--- src/rtl/lp_pkg.sv ---
// rtl/lp_pkg.sv - shared types and defaults for the serial frame deserializer
package lp_pkg;

  localparam int FRAME_BITS_DEF = 256;
  localparam int FIFO_DEPTH_DEF = 16;

  typedef enum logic [1:0] {
    HUNT,
    RUN,
    SKIP
  } state_t;

  typedef struct packed {
    logic [7:0] data;
    logic       sof;
    logic       eof;
  } byte_tag_t;

endpackage

--- src/rtl/lp_sync_fifo.sv ---
// rtl/lp_sync_fifo.sv - first-word-fall-through synchronous FIFO
module lp_sync_fifo #(
  parameter int WIDTH = 10,
  parameter int DEPTH = 16
) (
  input  logic             clk,
  input  logic             reset,
  input  logic             wr_en,
  input  logic [WIDTH-1:0] wr_data,
  output logic             full,
  input  logic             rd_en,
  output logic [WIDTH-1:0] rd_data,
  output logic             empty
);

  localparam int AW = $clog2(DEPTH);

  logic [WIDTH-1:0] mem [DEPTH];
  logic [AW:0]      wptr;
  logic [AW:0]      rptr;
  logic             do_wr;
  logic             do_rd;

  // Extra pointer bit tells a full buffer apart from an empty one.
  assign empty   = (wptr == rptr);
  assign full    = (wptr[AW] != rptr[AW]) && (wptr[AW-1:0] == rptr[AW-1:0]);
  assign do_wr   = wr_en && !full;
  assign do_rd   = rd_en && !empty;
  assign rd_data = mem[rptr[AW-1:0]];

  always_ff @(posedge clk) begin
    if (do_wr) begin
      mem[wptr[AW-1:0]] <= wr_data;
    end
  end

  always_ff @(posedge clk) begin
    if (!reset) begin
      wptr <= '0;
      rptr <= '0;
    end else begin
      if (do_wr) begin
        wptr <= wptr + (AW+1)'(1);
      end
      if (do_rd) begin
        rptr <= rptr + (AW+1)'(1);
      end
    end
  end

endmodule

--- src/rtl/lp_frame_deser.sv ---
// rtl/lp_frame_deser.sv - rebuilds wc-delimited serial frames into a tagged byte stream
module lp_frame_deser
  import lp_pkg::*;
#(
  parameter int FRAME_BITS = FRAME_BITS_DEF,
  parameter int FIFO_DEPTH = FIFO_DEPTH_DEF
) (
  input  logic       clk,
  input  logic       reset,
  input  logic       wc,
  input  logic       bitclock,
  input  logic       locked,
  input  logic       sdata,
  output logic [7:0] m_data,
  output logic       m_sof,
  output logic       m_eof,
  output logic       m_valid,
  input  logic       m_ready,
  output logic       in_sync,
  output logic       frame_err,
  output logic       overflow
);

  localparam int CW = $clog2(FRAME_BITS + 1);

  state_t          state;
  logic            wc_d;
  logic            bc_d;
  logic [CW-1:0]   bitcnt;
  logic [7:0]      shreg;
  logic            sof_pend;

  logic            wc_rise;
  logic            bc_rise;
  logic            restart;
  logic [CW-1:0]   cnt_eff;
  logic [CW-1:0]   cnt_next;
  logic            sof_eff;
  logic            take_bit;
  logic            push;
  byte_tag_t       push_tag;
  logic            fifo_full;
  logic            fifo_empty;
  logic [9:0]      fifo_rd;
  byte_tag_t       rd_tag;

  assign wc_rise = !wc_d && wc;
  assign bc_rise = !bc_d && bitclock;

  // A frame boundary is applied before any coincident bit, so that bit
  // becomes bit 0 of the new frame.
  always_comb begin
    restart       = wc_rise && (state == RUN || state == SKIP);
    cnt_eff       = restart ? '0 : bitcnt;
    sof_eff       = restart || sof_pend;
    cnt_next      = cnt_eff + CW'(1);
    take_bit      = bc_rise && locked && (state == RUN || restart)
                    && (cnt_eff < CW'(FRAME_BITS));
    push          = take_bit && (cnt_next[2:0] == 3'd0);
    push_tag.data = {shreg[6:0], sdata};
    push_tag.sof  = sof_eff;
    push_tag.eof  = (cnt_next == CW'(FRAME_BITS));
  end

  always_ff @(posedge clk) begin
    if (!reset) begin
      state     <= HUNT;
      wc_d      <= 1'b0;
      bc_d      <= 1'b0;
      bitcnt    <= '0;
      shreg     <= '0;
      sof_pend  <= 1'b0;
      frame_err <= 1'b0;
      overflow  <= 1'b0;
    end else begin
      wc_d      <= wc;
      bc_d      <= bitclock;
      frame_err <= 1'b0;
      overflow  <= 1'b0;
      case (state)
        HUNT: begin
          if (wc_rise && locked) begin
            state    <= RUN;
            bitcnt   <= '0;
            sof_pend <= 1'b1;
          end
        end
        RUN, SKIP: begin
          if (!locked) begin
            state  <= HUNT;
            bitcnt <= '0;
          end else begin
            if (state == RUN && wc_rise && bitcnt != CW'(FRAME_BITS)) begin
              frame_err <= 1'b1;
            end
            if (restart) begin
              state <= RUN;
            end
            bitcnt   <= cnt_eff;
            sof_pend <= sof_eff;
            if (take_bit) begin
              shreg  <= {shreg[6:0], sdata};
              bitcnt <= cnt_next;
              if (push) begin
                sof_pend <= 1'b0;
                if (fifo_full) begin
                  overflow <= 1'b1;
                  state    <= SKIP;
                end
              end
            end
          end
        end
        default: state <= HUNT;
      endcase
    end
  end

  lp_sync_fifo #(
    .WIDTH($bits(byte_tag_t)),
    .DEPTH(FIFO_DEPTH)
  ) u_fifo (
    .clk     (clk),
    .reset   (reset),
    .wr_en   (push),
    .wr_data (push_tag),
    .full    (fifo_full),
    .rd_en   (m_ready),
    .rd_data (fifo_rd),
    .empty   (fifo_empty)
  );

  // Stale storage is masked so the byte outputs read zero while empty.
  assign rd_tag  = byte_tag_t'(fifo_rd);
  assign m_valid = !fifo_empty;
  assign m_data  = fifo_empty ? 8'h00 : rd_tag.data;
  assign m_sof   = !fifo_empty && rd_tag.sof;
  assign m_eof   = !fifo_empty && rd_tag.eof;
  assign in_sync = (state == RUN);

endmodule

--- config.mk ---
export PLATFORM = sky130hd
export DESIGN_NAME = lp_frame_deser
export DESIGN_NICKNAME = d
export VERILOG_FILES = /design/src/rtl/lp_pkg.sv /design/src/rtl/lp_sync_fifo.sv /design/src/rtl/lp_frame_deser.sv
export SDC_FILE = /design/constraint.sdc
export NUM_CORES = 1
export LEC_CHECK = 0
export ABC_CLOCK_PERIOD_IN_PS = 9000
export CORE_MARGIN = 1
export CORE_UTILIZATION = 45
export CTS_CLUSTER_DIAMETER = 80
export CTS_CLUSTER_SIZE = 16
export DETAILED_ROUTE_END_ITERATION = 7
export PLACE_DENSITY = 0.58
export SLEW_MARGIN = 20
export SYNTH_ARGS = -nofsm -noshare
export SYNTH_HDL_FRONTEND = slang
export SYNTH_SLANG_ARGS = --single-unit
--- constraint.sdc ---
create_clock -name clk -period 9 [get_ports clk]
set_input_delay 1.8 -clock clk [delete_from_list [all_inputs] [get_ports clk]]
set_output_delay 1.8 -clock clk [all_outputs]
set_load 0.02 [all_outputs]
==> report_table.html, run 1 <==
<table>
<tr><th>Metric</th><th>Value</th></tr>
<tr><th colspan="2">Cells and area</th></tr>
<tr><td>Layout cells sized above 1</td><td>16.3%</td></tr>
<tr><td>Share of the core filled with cells in the final layout</td><td>50.9%</td></tr>
<tr><td>Final-stage net count</td><td>between 500 and 600</td></tr>
<tr><td>Area overhead of the layout relative to synthesis</td><td>10.9%</td></tr>
<tr><td>Antenna diode instance count</td><td>0</td></tr>
<tr><th colspan="2">Global route</th></tr>
<tr><td>Number of global-route vias before repair</td><td>4389</td></tr>
<tr><td>Gr usage total</td><td>around a fifth</td></tr>
<tr><td>Initial antenna violation count</td><td>0</td></tr>
<tr><td>First-pass GRT wire length</td><td>26500 um</td></tr>
<tr><td>Final global-route overflow total</td><td>0</td></tr>
<tr><td>Pin count of the biggest net entering global routing</td><td>slightly above 40</td></tr>
<tr><th colspan="2">Routing</th></tr>
<tr><td>Post-route DRC violation count</td><td>0</td></tr>
<tr><td>Drt initial violations</td><td>339</td></tr>
<tr><td>Pre-Repair DR Iteration Count</td><td>5</td></tr>
<tr><td>Number of routed nets with antenna violations</td><td>0</td></tr>
<tr><td>Post-detailed-routing wire length</td><td>~17000 um</td></tr>
<tr><td>Via density per instance</td><td>5.78</td></tr>
<tr><td>Routed length per instance</td><td>22.5 um</td></tr>
<tr><td>Total via count after detailed routing</td><td>4401</td></tr>
<tr><th colspan="2">Clock tree</th></tr>
<tr><td># clock sinks</td><td>197</td></tr>
<tr><td>Post-CTS setup repair buffer count</td><td>0</td></tr>
<tr><td>Clock buffer depth</td><td>2</td></tr>
<tr><td>Post-cts repair resize count</td><td>0</td></tr>
<tr><td>TritonCTS clock tree</td><td>yes</td></tr>
<tr><td>Worst-skew pair later-pin latency</td><td>about 430 ps</td></tr>
<tr><td>CTS root buffer</td><td>clkbuf_16</td></tr>
<tr><td>Total number of H-tree levels</td><td>4</td></tr>
<tr><td>Total CTS buffers</td><td>17</td></tr>
<tr><td>Clock transition at the registers of the reported paths</td><td>roughly 70 ps</td></tr>
<tr><td>Hold buffer count at CTS</td><td>0</td></tr>
<tr><th colspan="2">Die</th></tr>
<tr><td>FP Rows</td><td>49</td></tr>
<tr><td>Floorplan die width</td><td>about 140 um</td></tr>
<tr><td>Initial Utilization</td><td>45.9%</td></tr>
<tr><td>Die area</td><td>approximately 19000 sq um</td></tr>
<tr><td>Core outline area</td><td>18000 sq um</td></tr>
<tr><td>I/O pin count</td><td>21</td></tr>
<tr><td>Chip Height</td><td>between 100 and 150 um</td></tr>
<tr><th colspan="2">Placement</th></tr>
<tr><td>HPWL after DPL</td><td>between 10000 and 15000 um</td></tr>
<tr><td>Count of input and output buffers</td><td>20</td></tr>
<tr><td>Gpl congestion</td><td>0.830</td></tr>
<tr><th colspan="2">Worst setup path</th></tr>
<tr><td>Worst EP required</td><td>7200 ps</td></tr>
<tr><td>Critical setup path kind</td><td>reg2out</td></tr>
<tr><td>Arrival time of the worst setup path</td><td>3050 ps</td></tr>
<tr><td>Kind of launch point of the worst setup path</td><td>flop</td></tr>
<tr><td>Family with the most delay on the worst path</td><td>simple AND/OR/NAND/NOR gates</td></tr>
<tr><td>CP Buf/Inv Count</td><td>1</td></tr>
<tr><td>Critical path's slowest cell</td><td>nor4_4</td></tr>
<tr><td>Max stage delay on crit path</td><td>roughly 700 ps</td></tr>
<tr><td>Sequence of cells on the critical path</td><td>xor2_1, nor4_4, and2_1, a21oi_1, clkdlybuf4s50_1</td></tr>
<tr><td>Capturing element type of the critical path</td><td>output port</td></tr>
<tr><td>Critical path fanouts, max</td><td>12</td></tr>
<tr><th colspan="2">Timing</th></tr>
<tr><td>Worst hold margin</td><td>roughly 520 ps</td></tr>
<tr><td>Max Fclk</td><td>between 0.2 and 0.25 GHz</td></tr>
<tr><td>RSZ-0062 raised after global routing</td><td>false</td></tr>
<tr><td>Final sum of negative setup slack</td><td>0 ps</td></tr>
<tr><td>Max-slew violation total from the final report</td><td>0</td></tr>
<tr><td>Worst Tran Pin Value</td><td>1070 ps</td></tr>
<tr><td>Setup-failing EPs final</td><td>0</td></tr>
<tr><td>Period utilisation layout</td><td>53.9%</td></tr>
<tr><td>Worst clock skew</td><td>between 10 and 15 ps</td></tr>
<tr><td>Worst rel slew slack</td><td>28.6%</td></tr>
<tr><td>Endpoints failing hold</td><td>0</td></tr>
<tr><td>Final period demand of the worst path</td><td>4850 ps</td></tr>
<tr><th colspan="2">Logic synthesis</th></tr>
<tr><td>Syn_nets</td><td>524</td></tr>
<tr><td>Number of different library cells in the post-synthesis netlist</td><td>56</td></tr>
<tr><td>Fraction of synthesis flops using an asynchronous set or reset pin</td><td>0%</td></tr>
<tr><td>Post-synthesis average cell area</td><td>16.3 sq um</td></tr>
<tr><td>Netlist Area Pre-Place</td><td>8240 sq um</td></tr>
<tr><td>Dominant synthesized flop cell</td><td>edfxtp_1</td></tr>
<tr><td>Register bit total from synthesis</td><td>197</td></tr>
<tr><td>Sequential fraction of the synthesis area</td><td>between 60% and 70%</td></tr>
<tr><td>Yosys warning count</td><td>0</td></tr>
<tr><td>Post-Syn Instances</td><td>507</td></tr>
<tr><td>Number of synthesized flops with an enable pin</td><td>160</td></tr>
<tr><th colspan="2">Worst hold path</th></tr>
<tr><td>Class of the worst hold path</td><td>reg2reg</td></tr>
<tr><th colspan="2">Run</th></tr>
<tr><td>Max-cap violations</td><td>0</td></tr>
<tr><th colspan="2">Pwr</th></tr>
<tr><td>Leak</td><td>about 2.9 nW</td></tr>
<tr><td>PD cells</td><td>188 nW/um^2</td></tr>
<tr><td>Total power draw</td><td>0.00172 W</td></tr>
<tr><td>Worst-case vdd ir drop</td><td>0.147 mV</td></tr>
<tr><th colspan="2">Run status</th></tr>
<tr><td>Run status</td><td>complete, no violations</td></tr>
</table>
power breakdown:
part	leakage (nW)	total [W]	internal, W	switching (W)
Clock	0.244	0.000696	0.000357	0.000340
Combinational	0.859	0.0000406	0.0000128	0.0000278
Sequential	1.77	0.000978	0.000977	0.00000166
Total	2.88	0.00172	0.00135	0.000369
cell usage after synthesis (all sizes together), types with 2 or more instances:
cell type / count / area, sq um
xor2: 5 / 51.3
nand4b: 2 / 17.5
a22o: 3 / 26.3
and2: 12 / 75.1
a22oi: 21 / 158
nor4: 4 / 40.0
nand3b: 2 / 15.0
o21ai: 8 / 55.1
or3: 2 / 17.5
nand3: 13 / 65.1
a21o: 2 / 15.0
a221o: 2 / 20.0
and3: 15 / 93.8
nand2b: 10 / 62.6
inv: 8 / 30.0
nor2b: 6 / 37.5
buf: 16 / 108
a211oi: 5 / 60.1
a21oi: 17 / 85.1
mux4: 40 / 901
a21boi: 10 / 78.8
nor2: 10 / 37.5
and3b: 2 / 17.5
xnor2: 2 / 17.5
o211ai: 2 / 15.0
mux2i: 12 / 120
clkbuf: 14 / 52.6
nand2: 30 / 113
nand4: 7 / 43.8
nor3: 3 / 20.0
dfxtp: 37 / 741
a31oi: 6 / 37.5
edfxtp: 160 / 4800
ha: 10 / 125
layout make-up:
type | count | area, sq um
repair buffers | 24 | 230
inverters | 8 | 30.0
clock inverters | 13 | 103
clock buffers | 19 | 433
multi-input cells | 272 | 2510
flip-flops and latches | 197 | 5550
well taps | 229 | 287
fillers | 1456 | 8820
registers in the layout (all words and copies together) (netlist names), named ones only:
name and cells:
u_fifo.mem 160, bitcnt 9, shreg 7, u_fifo.rptr 5, u_fifo.wptr 5, state 2, bc_d 1, frame_err 1
overflow 1, sof_pend 1, wc_d 1
cell usage in the layout, fill, tap and decap left out, drive strengths merged, types with 2 or more instances in the layout:
| master | instances |
|---|---|
| clkdlybuf4s50 | 20 |
| clkbuf | 19 |
| nand2b | 10 |
| and3 | 15 |
| buf | 4 |
| a22oi | 21 |
| edfxtp | 160 |
| clkinv | 5 |
| a221o | 2 |
| ha | 10 |
| nor2 | 10 |
| nand2 | 30 |
| inv | 11 |
| a21oi | 17 |
| a21boi | 10 |
| nor4 | 4 |
| nand4 | 7 |
| nor3 | 3 |
| or3 | 2 |
| a21o | 2 |
| mux4 | 40 |
| xor2 | 5 |
| o21ai | 8 |
| nand3b | 2 |
| o211ai | 2 |
| xnor2 | 2 |
| mux2i | 12 |
| nor2b | 6 |
| and2 | 12 |
| nand3 | 13 |
| a22o | 3 |
| clkinvlp | 5 |
| and3b | 2 |
| a211oi | 5 |
| a31oi | 6 |
| dfxtp | 37 |
| nand4b | 2 |
metrics by stage:
| stage | setup WS [ps] | area, sq um | std cells |
|---|---|---|---|
| floorplan | 4760 | 8240 | 507 |
| CTS | 4110 | 9140 | 762 |
| detailed placement | 4190 | 8600 | 730 |
| finish | 4150 | 9140 | 762 |
| global placement | 4300 | 8600 | 730 |
| global route | 3890 | 9140 | 762 |
cells by family after synthesis:
kind of cell,Yosys count,synth area share [%]
DFF,197,67.3
adders and majority gates,10,1.52
and+or+nand+nor,121,8.29
buffers and inverters,38,2.31
xor gates and xnor gates,7,0.835
muxes,52,12.4
AOI/OAI and AO/OA,82,7.41
path summary, 6_finish.rpt:
kind,end,slack (ps),startpoint,cells past startpoint
setup / recovery,m_eof,4150,u_fifo.wptr[1],5
hold / removal,flop,520,u_fifo.rptr[3],2
setup reg to reg,u_fifo.mem[12][8],5490,state[0],9
hold reg to reg,flop,520,u_fifo.rptr[3],2
worst register-to-register path: stages, from the launching register on:
cell and delay [ps]:
dfxtp_1 400, inv_1 60, ha_1 500, nand3b_1 300, and2_1 170, ha_1 190
ha_1 270, inv_1 110, a211oi_4 530, and3_1 610
per-layer routing:
layer	share of wire [%]	wire [um]	track usage, %	vias to the layer above
met5	0	0	0	-
met4	1.9	330	7.33	0
met3	3.9	675	3.35	24
met2	46	7960	30.0	127
met1	48	8200	28.6	2206
li1	-	-	-	2044
No activity file was read; power rests on OpenSTA's default activity.
==> inputs of run 2 (changes only) <==
--- a/config.mk
+++ b/config.mk
@@ -5,7 +5,7 @@
 export SDC_FILE = /design/constraint.sdc
 export NUM_CORES = 1
 export LEC_CHECK = 0
-export ABC_CLOCK_PERIOD_IN_PS = 9000
+export ABC_CLOCK_PERIOD_IN_PS = 4760
 export CORE_MARGIN = 1
 export CORE_UTILIZATION = 45
 export CTS_CLUSTER_DIAMETER = 80
==> constraint.sdc (replaced) <==
create_clock -name clk -period 4.76 [get_ports clk]
set_input_delay 0.952 -clock clk [delete_from_list [all_inputs] [get_ports clk]]
set_output_delay 0.952 -clock clk [all_outputs]
set_load 0.02 [all_outputs]
==> report_table.html, run 2 (same netlist as run 1, synthesis figures left out) <==
<table>
<tr><th>Metric</th><th>Value</th></tr>
<tr><th colspan="2">Timing</th></tr>
<tr><td>RSZ-0062 raised after global routing</td><td>false</td></tr>
<tr><td>Period utilisation layout</td><td>roughly 84%</td></tr>
<tr><td>Setup-failing EPs final</td><td>0</td></tr>
<tr><td>Worst rel slew slack</td><td>approximately 40%</td></tr>
<tr><td>Final period demand of the worst path</td><td>around 4000 ps</td></tr>
<tr><td>Worst Tran Pin Value</td><td>893 ps</td></tr>
<tr><td>Worst clock skew</td><td>around 11 ps</td></tr>
<tr><td>Max-slew violation total from the final report</td><td>0</td></tr>
<tr><td>Max Fclk</td><td>0.249 GHz</td></tr>
<tr><td>Endpoints failing hold</td><td>0</td></tr>
<tr><td>Final sum of negative setup slack</td><td>0 ps</td></tr>
<tr><th colspan="2">Routing</th></tr>
<tr><td>Post-route DRC violation count</td><td>0</td></tr>
<tr><td>Post-detailed-routing wire length</td><td>17500 um</td></tr>
<tr><td>Drt initial violations</td><td>351</td></tr>
<tr><td>Number of routed nets with antenna violations</td><td>0</td></tr>
<tr><td>Via density per instance</td><td>6.01</td></tr>
<tr><td>Pre-Repair DR Iteration Count</td><td>5</td></tr>
<tr><td>Total via count after detailed routing</td><td>approximately 4600</td></tr>
<tr><td>Routed length per instance</td><td>22.9 um</td></tr>
<tr><th colspan="2">Worst setup path</th></tr>
<tr><td>Destination of the worst register-to-register timing path</td><td>u_fifo.mem[10][3]</td></tr>
<tr><td>Max stage delay on crit path</td><td>740 ps</td></tr>
<tr><td>CP Buf/Inv Count</td><td>1</td></tr>
<tr><td>Depth of the most critical reg-to-reg path</td><td>10</td></tr>
<tr><td>Family with the most delay on the worst path</td><td>simple AND/OR/NAND/NOR gates</td></tr>
<tr><td>Critical path fanouts, max</td><td>12</td></tr>
<tr><td>Worst EP required</td><td>about 3800 ps</td></tr>
<tr><td>Capturing element type of the critical path</td><td>output port</td></tr>
<tr><td>Critical path's slowest cell</td><td>nor4_4</td></tr>
<tr><td>Critical setup path kind</td><td>reg2out</td></tr>
<tr><td>Sequence of cells on the critical path</td><td>xor2_1, nor4_4, and2_1, a21oi_1, clkdlybuf4s50_1</td></tr>
<tr><td>Arrival time of the worst setup path</td><td>3070 ps</td></tr>
<tr><td>Kind of launch point of the worst setup path</td><td>flop</td></tr>
<tr><td>Worst reg2reg path startpoint</td><td>state[0]</td></tr>
<tr><td>Reg-to-reg setup timing slack</td><td>1220 ps</td></tr>
<tr><th colspan="2">Pwr</th></tr>
<tr><td>Comb power frac</td><td>2.3%</td></tr>
<tr><td>Clock network power share</td><td>43.7%</td></tr>
<tr><td>Share of total power consumed by net switching</td><td>a little under 20%</td></tr>
<tr><td>Switching component of the power</td><td>0.000676 W</td></tr>
<tr><td>PD cells</td><td>about 370 nW/um^2</td></tr>
<tr><td>Internal power of the cells</td><td>0.00275 W</td></tr>
<tr><td>Leak</td><td>2.95 nW</td></tr>
<tr><td>Worst-case vdd ir drop</td><td>0.249 mV</td></tr>
<tr><td>Total power draw</td><td>0.00343 W</td></tr>
<tr><td>Power share of the sequential group</td><td>54.0%</td></tr>
<tr><th colspan="2">Cells and area</th></tr>
<tr><td>Antenna diode instance count</td><td>0</td></tr>
<tr><td>Leading cell type in the layout, fill and taps excluded</td><td>edfxtp_1</td></tr>
<tr><td>Most frequent cells in the layout</td><td>160 x edfxtp_1, 40 x mux4_2, 35 x dfxtp_1, 30 x nand2_1, 21 x a22oi_1</td></tr>
<tr><td>Area overhead of the layout relative to synthesis</td><td>12.1%</td></tr>
<tr><td>Fillers</td><td>between 1000 and 1500</td></tr>
<tr><td>Final-stage net count</td><td>539</td></tr>
<tr><td>Number of flip-flops under the largest register name</td><td>between 150 and 200</td></tr>
<tr><td>Layout cells sized above 1</td><td>16.4%</td></tr>
<tr><th colspan="2">Placement</th></tr>
<tr><td>Gpl congestion</td><td>0.840</td></tr>
<tr><td>HPWL after DPL</td><td>11300 um</td></tr>
<tr><td>Count of input and output buffers</td><td>20</td></tr>
<tr><th colspan="2">Clock tree</th></tr>
<tr><td>Clock buffer depth</td><td>2</td></tr>
<tr><td>Total number of H-tree levels</td><td>4</td></tr>
<tr><td>Hold buffer count at CTS</td><td>0</td></tr>
<tr><td>CTS root buffer</td><td>clkbuf_16</td></tr>
<tr><td>Worst-skew pair later-pin latency</td><td>440 ps</td></tr>
<tr><td>TritonCTS clock tree</td><td>yes</td></tr>
<tr><td>Clock transition at the registers of the reported paths</td><td>70 ps</td></tr>
<tr><td>Post-CTS setup repair buffer count</td><td>0</td></tr>
<tr><td>Post-cts repair resize count</td><td>0</td></tr>
<tr><td># clock sinks</td><td>197</td></tr>
<tr><td>Total CTS buffers</td><td>17</td></tr>
<tr><th colspan="2">Global route</th></tr>
<tr><td>Pin count of the biggest net entering global routing</td><td>41</td></tr>
<tr><td>Number of global-route vias before repair</td><td>4424</td></tr>
<tr><td>Final global-route overflow total</td><td>0</td></tr>
<tr><td>First-pass GRT wire length</td><td>~27000 um</td></tr>
<tr><td>Gr usage total</td><td>20.1%</td></tr>
<tr><td>Initial antenna violation count</td><td>0</td></tr>
<tr><th colspan="2">Die</th></tr>
<tr><td>Initial Utilization</td><td>45.9%</td></tr>
<tr><td>Die area</td><td>18900 sq um</td></tr>
<tr><td>I/O pin count</td><td>21</td></tr>
<tr><td>FP Rows</td><td>just under 50</td></tr>
<tr><td>Chip Height</td><td>137 um</td></tr>
<tr><td>Floorplan die width</td><td>137 um</td></tr>
<tr><td>Core outline area</td><td>18000 sq um</td></tr>
<tr><th colspan="2">Worst hold path</th></tr>
<tr><td>Class of the worst hold path</td><td>reg2reg</td></tr>
<tr><td>Hold path cells</td><td>2</td></tr>
<tr><td>Min-delay src</td><td>u_fifo.wptr[4]</td></tr>
<tr><td>Worst-case hold path end point</td><td>u_fifo.wptr[4]</td></tr>
<tr><th colspan="2">Run</th></tr>
<tr><td>Max-cap violations</td><td>0</td></tr>
<tr><th colspan="2">Run status</th></tr>
<tr><td>Run status</td><td>complete, no violations</td></tr>
</table>
[run 2: cell count changes in the layout (fill, tap and decap cells not counted), moves of 2 or more]
cell | before | now
inv_6 | 3 | 1
clkinvlp_4 | 5 | 0
clkinv_2 | 0 | 2
bufinv_16 | 0 | 4
[run 2: stage by stage]
stage | std cells | instance area [sq um] | hold slack [ps] | worst slack [ps] | utilization, %
6_report | 764 | 9250 | 533 | 738 | 51.5
5_1_grt | 764 | 9250 | 575 | 502 | 51.5
4_1_cts | 764 | 9250 | 543 | 700 | 51.5
3_5_place_dp | 732 | 8630 | 530 | 804 | 48.0
3_3_place_gp | 732 | 8630 | 518 | 905 | 48.0
2_1_floorplan | 507 | 8240 | 480 | 1360 | -
[run 2: per-layer routing]
layer / part of all wire, % / up-vias / track usage [%]
met4: 1.4 / 0 / 6.35
met2: 47 / 162 / 30.6
li1: - / 2044 / -
met1: 46 / 2371 / 29.3
met5: 0 / - / 0
met3: 5.6 / 18 / 3.94
[run 2: worst min-delay path, stage by stage (launching register included)]
cell     delay (ps)
dfxtp_1         360
nand2_1          70
mux2i_1          60
[run 2: worst max path at each step]
stage,startpoint,to,slack (ps),depth (start not counted)
final,u_fifo.wptr[1],m_eof,740,5
after global routing,u_fifo.wptr[0],m_eof,500,5
after CTS,u_fifo.wptr[0],m_data[3],700,5
after detailed placement,wc,u_fifo.mem[2][7],800,9
after global placement,wc,u_fifo.mem[5][3],900,8
after floorplan,wc,u_fifo.mem[0][0],1360,6
[run 2: power by group through the flow]
stage	registers, W	logic (W)	clock network (W)
floorplan	0.00189	0.0000525	0
global placement	0.00189	0.0000765	0
detailed placement	0.00189	0.0000780	0
CTS	0.00185	0.0000782	0.00152
global route	0.00185	0.0000858	0.00158
finish	0.00185	0.0000776	0.00150
[run 2: layout make-up]
type	instances	area (sq um)	area share [%]
clock buffers	19	433	4.68
clock inverters	13	181	1.96
inverters	8	30.0	0.325
multi-input cells	272	2510	27.1
flip-flops and latches	197	5550	60.0
well taps	229	287	3.10
repair buffers	26	258	2.79
